==> config.mk <==
export PLATFORM = sky130hd
export DESIGN_NAME = dcache_controller_flat
export DESIGN_NICKNAME = d
export VERILOG_FILES = /design/src/rtl/dcache_controller_if.sv /design/src/rtl/dcache_controller.sv /design/src/flat_wrapper.sv
export SDC_FILE = /design/constraint.sdc
export NUM_CORES = 1
export LEC_CHECK = 0
export CAP_MARGIN = 15
export CORE_AREA = 2 2 469 471
export CTS_BUF_LIST = sky130_fd_sc_hd__clkbuf_4 sky130_fd_sc_hd__clkbuf_8
export CTS_CLUSTER_DIAMETER = 60
export DETAILED_ROUTE_END_ITERATION = 7
export DIE_AREA = 0 0 471 473
export PLACE_DENSITY = 0.33
export RECOVER_POWER = 25
export SYNTH_ARGS = -nofsm -noshare
export SYNTH_HDL_FRONTEND = slang
export SYNTH_SLANG_ARGS = --single-unit
==> constraint.sdc <==
create_clock -name clk_i -period 3.35 [get_ports clk_i]
set_clock_uncertainty 0.15 [all_clocks]
set_input_delay 0.5025 -clock clk_i [delete_from_list [all_inputs] [get_ports clk_i]]
set_output_delay 0.5025 -clock clk_i [all_outputs]
set_load 0.05 [all_outputs]
==> src/rtl/dcache_controller_if.sv <==
`default_nettype none
// ============================================================================
//  Module      : dcache_controller_if
//  Description : Bundles the three buses around the L1 data-cache controller:
//                CPU request/response, dcache_sram access and the 256-bit
//                line-wide memory port.
//                master : the controller (consumes CPU, drives SRAM/memory)
//                slave  : the surroundings (CPU, SRAM, memory)
//  Revision    : 1.0  initial release
// ============================================================================
interface dcache_controller_if #(
    parameter int ADDR_W   = 32,
    parameter int INDEX_W  = 4,
    parameter int OFFSET_W = 5,
    parameter int TAG_W    = ADDR_W - INDEX_W - OFFSET_W
);
    localparam int LINE_W = 8 * (1 << OFFSET_W);

    // CPU side
    logic                cpu_req_i;
    logic                cpu_wr_i;
    logic [ADDR_W-1:0]   cpu_addr_i;
    logic [31:0]         cpu_data_i;
    logic [31:0]         cpu_data_o;
    logic                cpu_stall_o;

    // dcache_sram side
    logic [INDEX_W-1:0]  sram_addr_o;
    logic [TAG_W+1:0]    sram_tag_o;
    logic [LINE_W-1:0]   sram_data_o;
    logic                sram_enable_o;
    logic                sram_write_o;
    logic [TAG_W+1:0]    sram_tag_i;
    logic [LINE_W-1:0]   sram_data_i;
    logic                sram_hit_i;

    // Memory side
    logic                mem_enable_o;
    logic                mem_write_o;
    logic [ADDR_W-1:0]   mem_addr_o;
    logic [LINE_W-1:0]   mem_data_o;
    logic [LINE_W-1:0]   mem_data_i;
    logic                mem_ack_i;

    modport master (
        input  cpu_req_i, cpu_wr_i, cpu_addr_i, cpu_data_i,
        output cpu_data_o, cpu_stall_o,
        output sram_addr_o, sram_tag_o, sram_data_o, sram_enable_o, sram_write_o,
        input  sram_tag_i, sram_data_i, sram_hit_i,
        output mem_enable_o, mem_write_o, mem_addr_o, mem_data_o,
        input  mem_data_i, mem_ack_i
    );

    modport slave (
        output cpu_req_i, cpu_wr_i, cpu_addr_i, cpu_data_i,
        input  cpu_data_o, cpu_stall_o,
        input  sram_addr_o, sram_tag_o, sram_data_o, sram_enable_o, sram_write_o,
        output sram_tag_i, sram_data_i, sram_hit_i,
        input  mem_enable_o, mem_write_o, mem_addr_o, mem_data_o,
        output mem_data_i, mem_ack_i
    );
endinterface
`default_nettype wire

==> src/rtl/dcache_controller.sv <==
`default_nettype none
// ============================================================================
//  Module      : dcache_controller
//  Description : L1 data-cache controller for a 2-way, 16-set, 32-byte-line
//                write-back / write-allocate cache. Serves hits with zero
//                latency and runs the miss sequence (optional dirty-victim
//                write-back, then line refill) over a 256-bit memory port.
//  Ports       : clk_i  - clock, rising edge
//                rst_i  - asynchronous, active-low reset
//                bus    - dcache_controller_if.master (CPU, SRAM, memory)
//  Revision    : 1.0  initial release
// ============================================================================
module dcache_controller #(
    parameter int ADDR_W   = 32,
    parameter int INDEX_W  = 4,
    parameter int OFFSET_W = 5,
    parameter int TAG_W    = ADDR_W - INDEX_W - OFFSET_W
) (
    input  wire logic           clk_i,
    input  wire logic           rst_i,
    dcache_controller_if.master bus
);
    localparam int LINE_W = 8 * (1 << OFFSET_W);
    localparam int LSB_W  = OFFSET_W + 3;        // bit-position width within a line

    typedef enum logic [2:0] {
        IDLE        = 3'd0,
        MISS        = 3'd1,
        WRITEBACK   = 3'd2,
        REFILL      = 3'd3,
        REFILL_DONE = 3'd4
    } state_t;

    state_t              state_q, state_d;
    logic [ADDR_W-1:0]   mem_addr_q, mem_addr_d;
    logic [LINE_W-1:0]   mem_data_q, mem_data_d;

    // Address split
    logic [TAG_W-1:0]    w_tag;
    logic [INDEX_W-1:0]  w_index;
    logic [OFFSET_W-3:0] w_word;
    logic [LSB_W-1:0]    w_word_lsb;
    logic [ADDR_W-1:0]   w_line_addr;
    logic                unused_byte_bits;

    assign w_tag            = bus.cpu_addr_i[ADDR_W-1:INDEX_W+OFFSET_W];
    assign w_index          = bus.cpu_addr_i[INDEX_W+OFFSET_W-1:OFFSET_W];
    assign w_word           = bus.cpu_addr_i[OFFSET_W-1:2];
    assign w_word_lsb       = {w_word, 5'b00000};
    assign w_line_addr      = {w_tag, w_index, {OFFSET_W{1'b0}}};
    assign unused_byte_bits = ^bus.cpu_addr_i[1:0];

    // Combinational results before reset gating
    logic                w_stall;
    logic                w_sram_en;
    logic                w_sram_wr;
    logic [LINE_W-1:0]   w_sram_data;
    logic [TAG_W+1:0]    w_sram_tag;
    logic                w_mem_en;
    logic                w_mem_wr;
    logic [LINE_W-1:0]   w_merged;
    logic [31:0]         w_rd_word;

    // Store-hit line: resident line with the addressed word replaced
    always_comb begin
        w_merged                   = bus.sram_data_i;
        w_merged[w_word_lsb +: 32] = bus.cpu_data_i;
    end

    assign w_rd_word = bus.sram_data_i[w_word_lsb +: 32];

    // State and memory-side address/data registers
    always_ff @(posedge clk_i or negedge rst_i) begin
        if (!rst_i) begin
            state_q    <= IDLE;
            mem_addr_q <= '0;
            mem_data_q <= '0;
        end else begin
            state_q    <= state_d;
            mem_addr_q <= mem_addr_d;
            mem_data_q <= mem_data_d;
        end
    end

    // Next-state and output decode
    always_comb begin
        state_d     = state_q;
        mem_addr_d  = mem_addr_q;
        mem_data_d  = mem_data_q;
        w_stall     = 1'b1;
        w_sram_en   = 1'b0;
        w_sram_wr   = 1'b0;
        w_sram_data = '0;
        w_sram_tag  = {2'b10, w_tag};
        w_mem_en    = 1'b0;
        w_mem_wr    = 1'b0;

        case (state_q)
            IDLE: begin
                w_stall   = bus.cpu_req_i & ~bus.sram_hit_i;
                w_sram_en = bus.cpu_req_i;
                if (bus.cpu_req_i) begin
                    if (bus.sram_hit_i) begin
                        if (bus.cpu_wr_i) begin
                            w_sram_wr   = 1'b1;
                            w_sram_data = w_merged;
                            w_sram_tag  = {2'b11, w_tag};
                        end
                    end else begin
                        state_d = MISS;
                    end
                end
            end

            // SRAM is presenting the LRU victim this cycle
            MISS: begin
                if (bus.sram_tag_i[TAG_W+1] && bus.sram_tag_i[TAG_W]) begin
                    mem_addr_d = {bus.sram_tag_i[TAG_W-1:0], w_index, {OFFSET_W{1'b0}}};
                    mem_data_d = bus.sram_data_i;
                    state_d    = WRITEBACK;
                end else begin
                    mem_addr_d = w_line_addr;
                    state_d    = REFILL;
                end
            end

            WRITEBACK: begin
                w_mem_en = 1'b1;
                w_mem_wr = 1'b1;
                if (bus.mem_ack_i) begin
                    mem_addr_d = w_line_addr;
                    state_d    = REFILL;
                end
            end

            // Refill data is only valid during the ack cycle, so it goes
            // straight into the SRAM instead of through a register.
            REFILL: begin
                w_mem_en = 1'b1;
                if (bus.mem_ack_i) begin
                    w_sram_en   = 1'b1;
                    w_sram_wr   = 1'b1;
                    w_sram_data = bus.mem_data_i;
                    w_sram_tag  = {2'b10, w_tag};
                    state_d     = REFILL_DONE;
                end
            end

            // One settling cycle; the held request then hits in IDLE
            REFILL_DONE: begin
                state_d = IDLE;
            end

            default: begin
                state_d = IDLE;
            end
        endcase
    end

    // While reset is held every output reads zero, including the
    // combinational stall and load-data paths.
    assign bus.cpu_stall_o   = rst_i & w_stall;
    assign bus.cpu_data_o    = rst_i ? w_rd_word : '0;
    assign bus.sram_addr_o   = rst_i ? w_index : '0;
    assign bus.sram_tag_o    = rst_i ? w_sram_tag : '0;
    assign bus.sram_data_o   = rst_i ? w_sram_data : '0;
    assign bus.sram_enable_o = rst_i & w_sram_en;
    assign bus.sram_write_o  = rst_i & w_sram_wr;
    assign bus.mem_enable_o  = rst_i & w_mem_en;
    assign bus.mem_write_o   = rst_i & w_mem_wr;
    assign bus.mem_addr_o    = mem_addr_q;
    assign bus.mem_data_o    = mem_data_q;
endmodule
`default_nettype wire

==> src/flat_wrapper.sv <==
// flat-port wrapper written by rule: the top's interface ports become plain ports
module dcache_controller_flat 
#(
    parameter int ADDR_W   = 32,
    parameter int INDEX_W  = 4,
    parameter int OFFSET_W = 5,
    parameter int TAG_W    = ADDR_W - INDEX_W - OFFSET_W
)
  (clk_i, rst_i, bus_cpu_req_i, bus_cpu_wr_i, bus_cpu_addr_i, bus_cpu_data_i, bus_cpu_data_o, bus_cpu_stall_o, bus_sram_addr_o, bus_sram_tag_o, bus_sram_data_o, bus_sram_enable_o, bus_sram_write_o, bus_sram_tag_i, bus_sram_data_i, bus_sram_hit_i, bus_mem_enable_o, bus_mem_write_o, bus_mem_addr_o, bus_mem_data_o, bus_mem_data_i, bus_mem_ack_i);
  dcache_controller_if #(.ADDR_W(ADDR_W), .INDEX_W(INDEX_W), .OFFSET_W(OFFSET_W), .TAG_W(TAG_W)) bus_i ();
  input  wire logic clk_i;
  input  wire logic rst_i;
  input wire logic [$bits(bus_i.cpu_req_i)-1:0] bus_cpu_req_i;
  input wire logic [$bits(bus_i.cpu_wr_i)-1:0] bus_cpu_wr_i;
  input wire logic [$bits(bus_i.cpu_addr_i)-1:0] bus_cpu_addr_i;
  input wire logic [$bits(bus_i.cpu_data_i)-1:0] bus_cpu_data_i;
  output wire logic [$bits(bus_i.cpu_data_o)-1:0] bus_cpu_data_o;
  output wire logic [$bits(bus_i.cpu_stall_o)-1:0] bus_cpu_stall_o;
  output wire logic [$bits(bus_i.sram_addr_o)-1:0] bus_sram_addr_o;
  output wire logic [$bits(bus_i.sram_tag_o)-1:0] bus_sram_tag_o;
  output wire logic [$bits(bus_i.sram_data_o)-1:0] bus_sram_data_o;
  output wire logic [$bits(bus_i.sram_enable_o)-1:0] bus_sram_enable_o;
  output wire logic [$bits(bus_i.sram_write_o)-1:0] bus_sram_write_o;
  input wire logic [$bits(bus_i.sram_tag_i)-1:0] bus_sram_tag_i;
  input wire logic [$bits(bus_i.sram_data_i)-1:0] bus_sram_data_i;
  input wire logic [$bits(bus_i.sram_hit_i)-1:0] bus_sram_hit_i;
  output wire logic [$bits(bus_i.mem_enable_o)-1:0] bus_mem_enable_o;
  output wire logic [$bits(bus_i.mem_write_o)-1:0] bus_mem_write_o;
  output wire logic [$bits(bus_i.mem_addr_o)-1:0] bus_mem_addr_o;
  output wire logic [$bits(bus_i.mem_data_o)-1:0] bus_mem_data_o;
  input wire logic [$bits(bus_i.mem_data_i)-1:0] bus_mem_data_i;
  input wire logic [$bits(bus_i.mem_ack_i)-1:0] bus_mem_ack_i;
  assign bus_i.cpu_req_i = bus_cpu_req_i;
  assign bus_i.cpu_wr_i = bus_cpu_wr_i;
  assign bus_i.cpu_addr_i = bus_cpu_addr_i;
  assign bus_i.cpu_data_i = bus_cpu_data_i;
  assign bus_cpu_data_o = bus_i.cpu_data_o;
  assign bus_cpu_stall_o = bus_i.cpu_stall_o;
  assign bus_sram_addr_o = bus_i.sram_addr_o;
  assign bus_sram_tag_o = bus_i.sram_tag_o;
  assign bus_sram_data_o = bus_i.sram_data_o;
  assign bus_sram_enable_o = bus_i.sram_enable_o;
  assign bus_sram_write_o = bus_i.sram_write_o;
  assign bus_i.sram_tag_i = bus_sram_tag_i;
  assign bus_i.sram_data_i = bus_sram_data_i;
  assign bus_i.sram_hit_i = bus_sram_hit_i;
  assign bus_mem_enable_o = bus_i.mem_enable_o;
  assign bus_mem_write_o = bus_i.mem_write_o;
  assign bus_mem_addr_o = bus_i.mem_addr_o;
  assign bus_mem_data_o = bus_i.mem_data_o;
  assign bus_i.mem_data_i = bus_mem_data_i;
  assign bus_i.mem_ack_i = bus_mem_ack_i;
  dcache_controller #(.ADDR_W(ADDR_W), .INDEX_W(INDEX_W), .OFFSET_W(OFFSET_W), .TAG_W(TAG_W)) u_core (.clk_i(clk_i), .rst_i(rst_i), .bus(bus_i));
endmodule
---- Word-level counts from Yosys, hierarchy flattened ----
Cells that the tools add are included.
word-level totals
  bits in registers ....................... 291
  input port bits ......................... 607
  output and inout port bits .............. 610
  logic and storage cells ................. 60
cells by class
  muxes and demuxes ....................... 32
  reduce and logical (&&, ||, !) cells .... 7
  bitwise gates (word level) .............. 7
  add/subtract/negate cells ............... 1
  shifts and indexed selects .............. 3
  eq/ne operators ......................... 7
operators with widths
  cell                                                     number
  two-way mux 256 bit                                      5
  case mux 256 bit (2 select lines)                        1
  bitwise mux 256 bit                                      1
  variable shift 32 x 10 -> 256 bit, first input constant  1
  indexed part select 256 x 9 -> 32 bit                    1
  indexed part select 32 x 10 -> 256 bit                   1
  two-way mux 25 bit                                       4
  two-way mux 32 bit                                       3
  case mux 32 bit (2 select lines)                         1
  two-way mux 24 bit                                       1
  two-way mux 3 bit                                        4
  case mux 3 bit (4 select lines)                          1
  negation 8 -> 10 bit                                     1
  two-way mux 1 bit                                        8
  != test 2 bit, second input constant                     4
  bitwise AND 1 bit                                        6
  equality test 3 x 2 -> 1 bit, second input constant      2
  two-way mux 4 bit                                        1
  case mux 1 bit (2 select lines)                          2
  AND reduction 2 bit                                      2
  AND reduction 4 bit                                      1
  equality test 3 x 1 -> 1 bit, second input constant      1
  zero test 3 bit                                          1
  nonzero test 2 bit                                       1
  3 further kinds                                          3

---- Depth between registers and ports, before layout ----
Gate-level depths: netlist of the first run.
  depth in word-level cells ............... 8
  mapped depth ............................ 13
  depth with buffers taken out ............ 7

---- Worst setup path before layout of the first run ----
No wires, ideal clock.
  kind .................................... in2out
  start point ............................. input bus_cpu_addr_i[3]
  end point ............................... output bus_sram_data_o[10]
  data required time ...................... 2.697 ns
  slack ................................... -1.109 ns
  stages on the path ...................... 12
  arrival ................................. 3.806 ns
  buffers on the path ..................... 5
  cells stage by stage .................... buf_6 > buf_2 > buf_1 > inv_1 > ha_1 > ha_1 > buf_2 > nor4b_4 > and2_4 > buf_4 > a22oi_1 > a211oi_1
between the ends
  cells in the longest elaborated chain, start to end .. 8
  elaborated cells between the ends (all ways) .. 9
  classes of those cells .................. 1 x add/sub; 2 x shift; 6 x mux
RTL lines
  element                                                                                      RTL line                  text
  start: declaration                                                                           flat_wrapper.sv:15        input wire logic [$bits(bus_i.cpu_addr_i)-1:0] bus_cpu_addr_i;
  negation 8 -> 10 bit (*)                                                                     dcache_controller.sv:67   w_merged[w_word_lsb +: 32] = bus.cpu_data_i;
  indexed part select 32 x 10 -> 256 bit or variable shift 32 x 10 -> 256 bit (tied branches)  dcache_controller.sv:67
  bitwise mux 256 bit (*)                                                                      dcache_controller.sv:67
  two-way mux 256 bit (*)                                                                      dcache_controller.sv:104  if (bus.cpu_wr_i) begin
  two-way mux 256 bit (*)                                                                      dcache_controller.sv:103  if (bus.sram_hit_i) begin
  two-way mux 256 bit (*)                                                                      dcache_controller.sv:102  if (bus.cpu_req_i) begin
  case mux 256 bit (2 select lines) (*)                                                        dcache_controller.sv:98   case (state_q)
  two-way mux 256 bit (*)                                                                      dcache_controller.sv:166  assign bus.sram_data_o = rst_i ? w_sram_data : '0;
  end: declaration                                                                             flat_wrapper.sv:21        output wire logic [$bits(bus_i.sram_data_o)-1:0] bus_sram_data_o;
Mark *: on every way between the ends. The rest lies on a longest branch, timed or not.

---- Worst setup path after layout of the first run ----
  start point ............................. register u_core.state_q[1]
  end point ............................... output bus_sram_data_o[66]
between the ends
  cells in the longest elaborated chain, start to end .. 3
  elaborated cells between the ends (all ways) .. 4
  classes of those cells .................. 1 x eq/ne; 2 x mux; 1 x reduce/logical
RTL lines
  element                                                          RTL line                  text
  start: declaration                                               dcache_controller.sv:34   state_t state_q, state_d;
  start signal: assignment                                         dcache_controller.sv:79   state_q <= state_d;
  equality test 3 x 2 -> 1 bit or zero test 3 bit (tied branches)  dcache_controller.sv:98
  case mux 256 bit (2 select lines) (*)                            dcache_controller.sv:98
  two-way mux 256 bit (*)                                          dcache_controller.sv:166
Marks and branches as above.

==> impl_metrics.json, run 1 <==
{
  "worstMarginPinSlew_ns": 1.77,
  "final_area_mm2": 0.0464,
  "clock_latency_ns": 0.80,
  "htree_levels": 3,
  "peakVddDrop_v": 0.000426,
  "rsz0062_at_grt": "true",
  "clockRootBuffer": "clkbuf_8",
  "violations": "max-capacitance violations, max-slew violations, negative setup slack",
  "rrSetupSlack_ns": 0.88,
  "vias": 24100,
  "slew_violations": 58,
  "die_w_um": 471,
  "cp-endpoint": "bus_sram_data_o[66]",
  "drt_iter0_markers": 1660,
  "grt_pass1_vias": 25500,
  "ys_seq_elements": 286,
  "p_total_mw": 32.3,
  "placementRows": 172,
  "grt_pass1_wl_um": 296000,
  "die_area_mm2": 0.223,
  "fin_crit_ns": 3.61,
  "die_h_um": 473,
  "fin_crit_sh": 1.08,
  "dp_hpwl_um": 191000,
  "drive_gt1_frac": 0.439,
  "p_leak_nw": 17.0,
  "avgSynthCellArea_um2": 10.0,
  "synth_most_common_cell": "dfrtp_1",
  "outcome": "complete, but fails checks",
  "r2r_end": "u_core.bus.mem_data_o[54]",
  "synthCells": 1874,
  "setup_ws_ns": -0.260,
  "worst-setup-path-type": "flop to output pin",
  "drc_errors": 0,
  "antenna_found_initial": 91,
  "clk_pin_slew_worst_paths_ns": 0.06,
  "cp-end-kind": "output pin",
  "tritoncts": "yes",
  "synth-edff-count": 0,
  "seq_area_frac_synth": 0.380,
  "dp.cells": 6058,
  "yosysWarnings": 0,
  "io_pins": 1217,
  "ys_async_sr_fraction": 1.00,
  "syn_area_mm2": 0.0188,
  "initial_core_util": 0.0863,
  "place_congestion": 0.858,
  "critPathRequiredTime_ns": 2.70,
  "slew_headroom": -0.179,
  "synth_area_leaders": "dfrtp_1 38%, mux2_2 14%, a22oi_1 9.7%, mux4_2 7.7%, nand2_1 5.3%",
  "grt.overflow.total": 0,
  "ys_types": 51,
  "min-delay-start": "bus_cpu_addr_i[8]",
  "drt-wirelength-per-cell_um": 37.8,
  "yosys-top-cells-count": "286 x dfrtp_1, 265 x nand2_1, 242 x a22oi_1, 241 x mux2_2, 167 x o21ai_0",
  "ant_nets": 0,
  "crit_path_start_kind": "flop",
  "clk_path_buf_depth": 3,
  "crit_start": "u_core.state_q[1]",
  "hold_class": "primary input to flop",
  "first_pass_iters": 5,
  "clock-sinks": 286,
  "yosysTopAreaCell": "dfrtp_1",
  "rr_worst_depth": 6,
  "cp_max_fo": 22,
  "hold_viol": 0,
  "timing.rr.start": "u_core.state_q[2]",
  "worstPathArrival_ns": 2.96,
  "synthFlopType": "dfrtp_1",
  "syn_to_final_growth_pct": 146,
  "viasPerCell": 3.83,
  "postPlaceCellArea_mm2": 0.0412,
  "maxCapViolCount": 1,
  "fin_nets": 3941,
  "wl_um": 238000,
  "portBuffers": 1209,
  "setup_viol": 230,
  "numCtsBuffers": 76,
  "max_freq_mhz": 277,
  "coreArea_mm2": 0.218,
  "fin_cells": 6294,
  "grt.total_usage": 0.206,
  "grt_start_max_net_pins": 82,
  "p_per_area_mw_per_mm2": 696,
  "netlist.area_leader.share": 0.380,
  "fillers": 23700
}
## per-stage QoR
| step | setup slack, ns | utilization | hold slack, ns | setup TNS (ns) |
|---|---|---|---|---|
| final | -0.260 | 0.212 | 0.209 | -27.82 |
| after global routing | -0.363 | 0.212 | 0.104 | -64.85 |
| after CTS | -0.409 | 0.209 | 0.0405 | -80.86 |
| after detailed placement | -0.654 | 0.189 | 0.327 | -37.35 |
| after global placement | -0.658 | 0.189 | 0.321 | -43.15 |
| after floorplan | -0.129 | - | 0.0569 | -2.19 |
## cell type report
class | instances | area [um2] | share of cell area
Inverter | 9 | 38.8 | 0.000836
Antenna cell | 36 | 90.1 | 0.00194
Tap cell | 2871 | 3590 | 0.0775
Clock buffer | 116 | 1430 | 0.0309
Multi-Input combinational cell | 1363 | 13800 | 0.298
Timing Repair Buffer | 1592 | 19900 | 0.429
Clock inverter | 21 | 368 | 0.00793
Sequential cell | 286 | 7160 | 0.154
## registers in the layout, indices dropped and copies added, names as in the netlist
register,flops
u_core.state_q,3
u_core.bus.mem_data_o,256
u_core.bus.mem_addr_o,27
## worst max-delay path, stage by stage (launching register included)
cell     delay [ns]
dfrtp_2        0.45
nor3_2         0.19
and4_4         0.27
buf_12         0.15
nand2_8        0.10
buf_16         0.20
buf_12         0.26
o21ai_4        0.21
buf_12         0.17
## routing by layer
metal,GRT usage,share of wire,vias to the layer above
met5,0,0.0011,-
met4,0.0657,0.028,40
met3,0.0798,0.096,272
met2,0.345,0.48,1324
met1,0.240,0.40,12500
li1,-,-,9950
## what timing repair did
item | CTS | global route
pin swaps | 154 | 73
setup endpoints to repair | 258 | 282
gates cloned | 17 | 3
resized for setup | 306 | 116
buffers inserted | 37 | 14
hold buffers | 3 | 2
hold endpoints to repair | 105 | 8
## cell usage in the layout, fill, tap and decap left out, types with 5 or more instances in the layout
master | synthesis | routed
mux2_2 | 241 | 241
o21ai_2 | 0 | 10
mux4_2 | 64 | 64
and2_1 | 27 | 27
dfrtp_1 | 286 | 283
mux2i_1 | 23 | 23
a22o_1 | 32 | 32
buf_8 | 0 | 7
buf_16 | 0 | 29
o21ai_4 | 0 | 184
clkdlybuf4s50_1 | 0 | 883
nand2_1 | 265 | 258
nor2_4 | 1 | 12
nand3_4 | 0 | 5
buf_4 | 40 | 239
a21oi_1 | 91 | 65
bufinv_16 | 0 | 9
a21oi_4 | 0 | 12
a22oi_2 | 10 | 11
a22oi_1 | 242 | 241
diode_2 | 0 | 36
buf_6 | 6 | 31
clkbuf_4 | 0 | 27
clkbuf_8 | 0 | 90
buf_12 | 1 | 389
mux2_1 | 19 | 19
a211oi_4 | 0 | 61
conb_1 | 1 | 5
inv_1 | 9 | 5
nor2_1 | 39 | 28
a21oi_2 | 1 | 15
## power by group
part | internal, mW | switching (mW)
Combinational | 7.42 | 12.9
Clock | 3.43 | 2.26
Sequential | 5.17 | 1.04
## worst min-delay path by stage
stage,to,slack (ns),depth (start not counted)
CTS,u_core.bus.mem_addr_o[8],0.04,2
finish,u_core.bus.mem_addr_o[8],0.21,2
detailed placement,u_core.bus.mem_data_o[213],0.33,1
global route,u_core.bus.mem_addr_o[8],0.10,2
global placement,u_core.bus.mem_data_o[217],0.32,1
floorplan,u_core.bus.mem_addr_o[10],0.06,0
## logic make-up (layout without fill, tap and decap cells)
kind of cell	Yosys count	after routing	synth area share
XOR/XNOR	1	1	0.000465
AND/OR/NAND/NOR	366	366	0.0850
other	1	41	0.000199
AO/OA/AOI/OAI	638	638	0.224
multiplexers	347	347	0.244
adder cells (fa/ha/maj)	6	6	0.00399
buffers and inverters	229	1738	0.0616
flip-flops	286	286	0.380
Power figures use the tool's default switching activity.
==> run 2: changes to the inputs <==
--- a/config.mk
+++ b/config.mk
@@ -7,7 +7,7 @@
 export LEC_CHECK = 0
 export CAP_MARGIN = 15
 export CORE_AREA = 2 2 469 471
-export CTS_BUF_LIST = sky130_fd_sc_hd__clkbuf_4 sky130_fd_sc_hd__clkbuf_8
+export CTS_BUF_LIST = sky130_fd_sc_hd__clkbuf_8
 export CTS_CLUSTER_DIAMETER = 60
 export DETAILED_ROUTE_END_ITERATION = 7
 export DIE_AREA = 0 0 471 473
==> run 2 against run 1 <==
  * Combinational power is essentially flat
  * Sequential power is essentially flat
  * The flow still finishes with violations (max-capacitance violations, max-slew violations, negative setup slack)
  * Power shrank 0.87%
  * Fmax grew 1.2%
  * Cell count grew 0.13%
  * Register-to-register slack is essentially flat
  * Clock-buffer cell count shrank 26
  * Global-route usage shrank 0.079 points
  * Sequential share of layout area is essentially flat
  * Setup slack gained 0.043 ns
==> impl_metrics.json, run 2 (synthesized netlist as in run 1, its figures left out) <==
{
  "use_met2": 0.343,
  "hold_class": "primary input to flop",
  "grt.total_usage": 0.205,
  "placementRows": 172,
  "final_area_mm2": 0.0464,
  "io_pins": 1217,
  "timing.rr.start": "u_core.state_q[2]",
  "drt_iter0_markers": 1588,
  "die_h_um": 473,
  "p_per_area_mw_per_mm2": 689,
  "initial_core_util": 0.0863,
  "postPlaceCellArea_mm2": 0.0412,
  "grt_pass1_wl_um": 295000,
  "clk_path_buf_depth": 3,
  "min_to": "u_core.bus.mem_addr_o[8]",
  "rrSetupSlack_ns": 0.88,
  "outcome": "complete, but fails checks",
  "clk_pin_slew_worst_paths_ns": 0.06,
  "viasPerCell": 3.85,
  "grt_use_met3": 0.0810,
  "grt_pass1_vias": 25400,
  "crit_path_start_kind": "flop",
  "layout_commonest_cell": "clkdlybuf4s50_1",
  "die_area_mm2": 0.223,
  "place_congestion": 0.858,
  "numCtsBuffers": 76,
  "final_util": 0.213,
  "slew_violations": 58,
  "setup_viol": 229,
  "peakVddDrop_v": 0.000426,
  "clock-sinks": 286,
  "worstPathArrival_ns": 2.91,
  "clock_latency_ns": 0.79,
  "use_met1": 0.238,
  "hold_path_depth": 2,
  "setup_ws_ns": -0.216,
  "wl_um": 239000,
  "hold_viol": 0,
  "rsz0062_at_grt": "true",
  "critPathRequiredTime_ns": 2.70,
  "layout_common_cells": "883 x clkdlybuf4s50_1, 391 x buf_12, 283 x dfrtp_1",
  "drive_gt1_frac": 0.433,
  "ant_nets": 0,
  "vias": 24300,
  "min-delay-start": "bus_cpu_addr_i[8]",
  "grt.overflow.total": 0,
  "portBuffers": 1209,
  "post-place-ws_ns": -0.654,
  "largest_reg_flops": 256,
  "coreArea_mm2": 0.218,
  "fin_nets": 3951,
  "r2r_end": "u_core.bus.mem_data_o[178]",
  "fin_crit_sh": 1.06,
  "busiest_layer": "met2",
  "fin_crit_ns": 3.57,
  "rr_worst_depth": 6,
  "clockRootBuffer": "clkbuf_8",
  "worst-setup-path-type": "flop to output pin",
  "tritoncts": "yes",
  "htree_levels": 3,
  "worstMarginPinSlew_ns": 1.75,
  "cp-end-kind": "output pin",
  "drt-wirelength-per-cell_um": 37.9,
  "dp_hpwl_um": 191000,
  "slew_headroom": -0.167,
  "grt_start_max_net_pins": 82,
  "syn_to_final_growth_pct": 146,
  "violations": "max-capacitance violations, max-slew violations, negative setup slack",
  "max_freq_mhz": 280,
  "drc_errors": 0,
  "cp_max_fo": 6,
  "maxCapViolCount": 1,
  "die_w_um": 471,
  "p_leak_nw": 17.1,
  "antenna_found_initial": 87,
  "first_pass_iters": 5
}
## run 2: cell count changes in the layout (fill, tap and decap cells not counted), moves of 2 or more
cell       previous run  this run
clkbuf_4             27         1
buf_8                 7         9
inv_1                 5        31
buf_4               239       243
diode_2              36        34
clkbuf_16             3         6
buf_12              389       391
## run 2: worst max path at each step
stage | cells past startpoint | startpoint | slack (ns) | endpoint
after floorplan | 13 | bus_cpu_addr_i[2] | -0.13 | bus_sram_data_o[31]
after global placement | 9 | bus_cpu_addr_i[4] | -0.66 | bus_sram_data_o[113]
after detailed placement | 9 | bus_cpu_addr_i[4] | -0.65 | bus_sram_data_o[113]
after CTS | 8 | u_core.state_q[2] | -0.41 | bus_sram_data_o[14]
after global routing | 10 | u_core.state_q[1] | -0.36 | bus_sram_data_o[225]
final | 10 | u_core.state_q[1] | -0.22 | bus_sram_data_o[19]
## run 2: metal layers
metal | wire, um | share of wire
met5 | 229 | 0.00096
met4 | 7600 | 0.032
met3 | 23500 | 0.098
met2 | 113000 | 0.47
met1 | 94300 | 0.39
## run 2: power breakdown
part | switching [mW] | internal (mW)
Sequential | 1.04 | 5.17
Clock | 2.25 | 3.14
Combinational | 13.0 | 7.42
## run 2: layout make-up
cell class / count / area [um2]
tap: 2871 / 3590
clock inverter: 47 / 465
multi-input combinational: 1363 / 13800
inverter: 9 / 38.8
fill: 23700 / 172000
clock buffer: 90 / 1240
antenna: 34 / 85.1
sequential: 286 / 7160
timing repair buffer: 1602 / 20000
## run 2: timing repair
action                                  4_1_cts  5_1_grt
hold buffers                                  3        2
setup buffers                                37       22
gates cloned                                 16        7
gates resized for setup                     278      143
endpoints found under the setup margin      258      282
pin swaps                                   152       89
endpoints found under the hold margin       105        8
## run 2: metrics by stage
step                hold slack (ns)  instances  power [mW]  setup TNS (ns)
detailed placement            0.327       6058        25.8          -37.35
global route                  0.104       6282        33.2          -66.72
floorplan                    0.0569       1878        16.8           -2.19
finish                        0.202       6302        32.0          -24.04
CTS                          0.0403       6246        32.1          -80.63
global placement              0.321       6058        25.8          -43.15
## run 2: critical path, cell delays in order, from the launching register on
cell     delay [ns]
dfrtp_2        0.45
nor3_2         0.19
and4_4         0.26
buf_12         0.14
buf_12         0.14
buf_12         0.15
buf_4          0.13
buf_8          0.10
o21ai_4        0.09
a21oi_4        0.27
buf_12         0.18
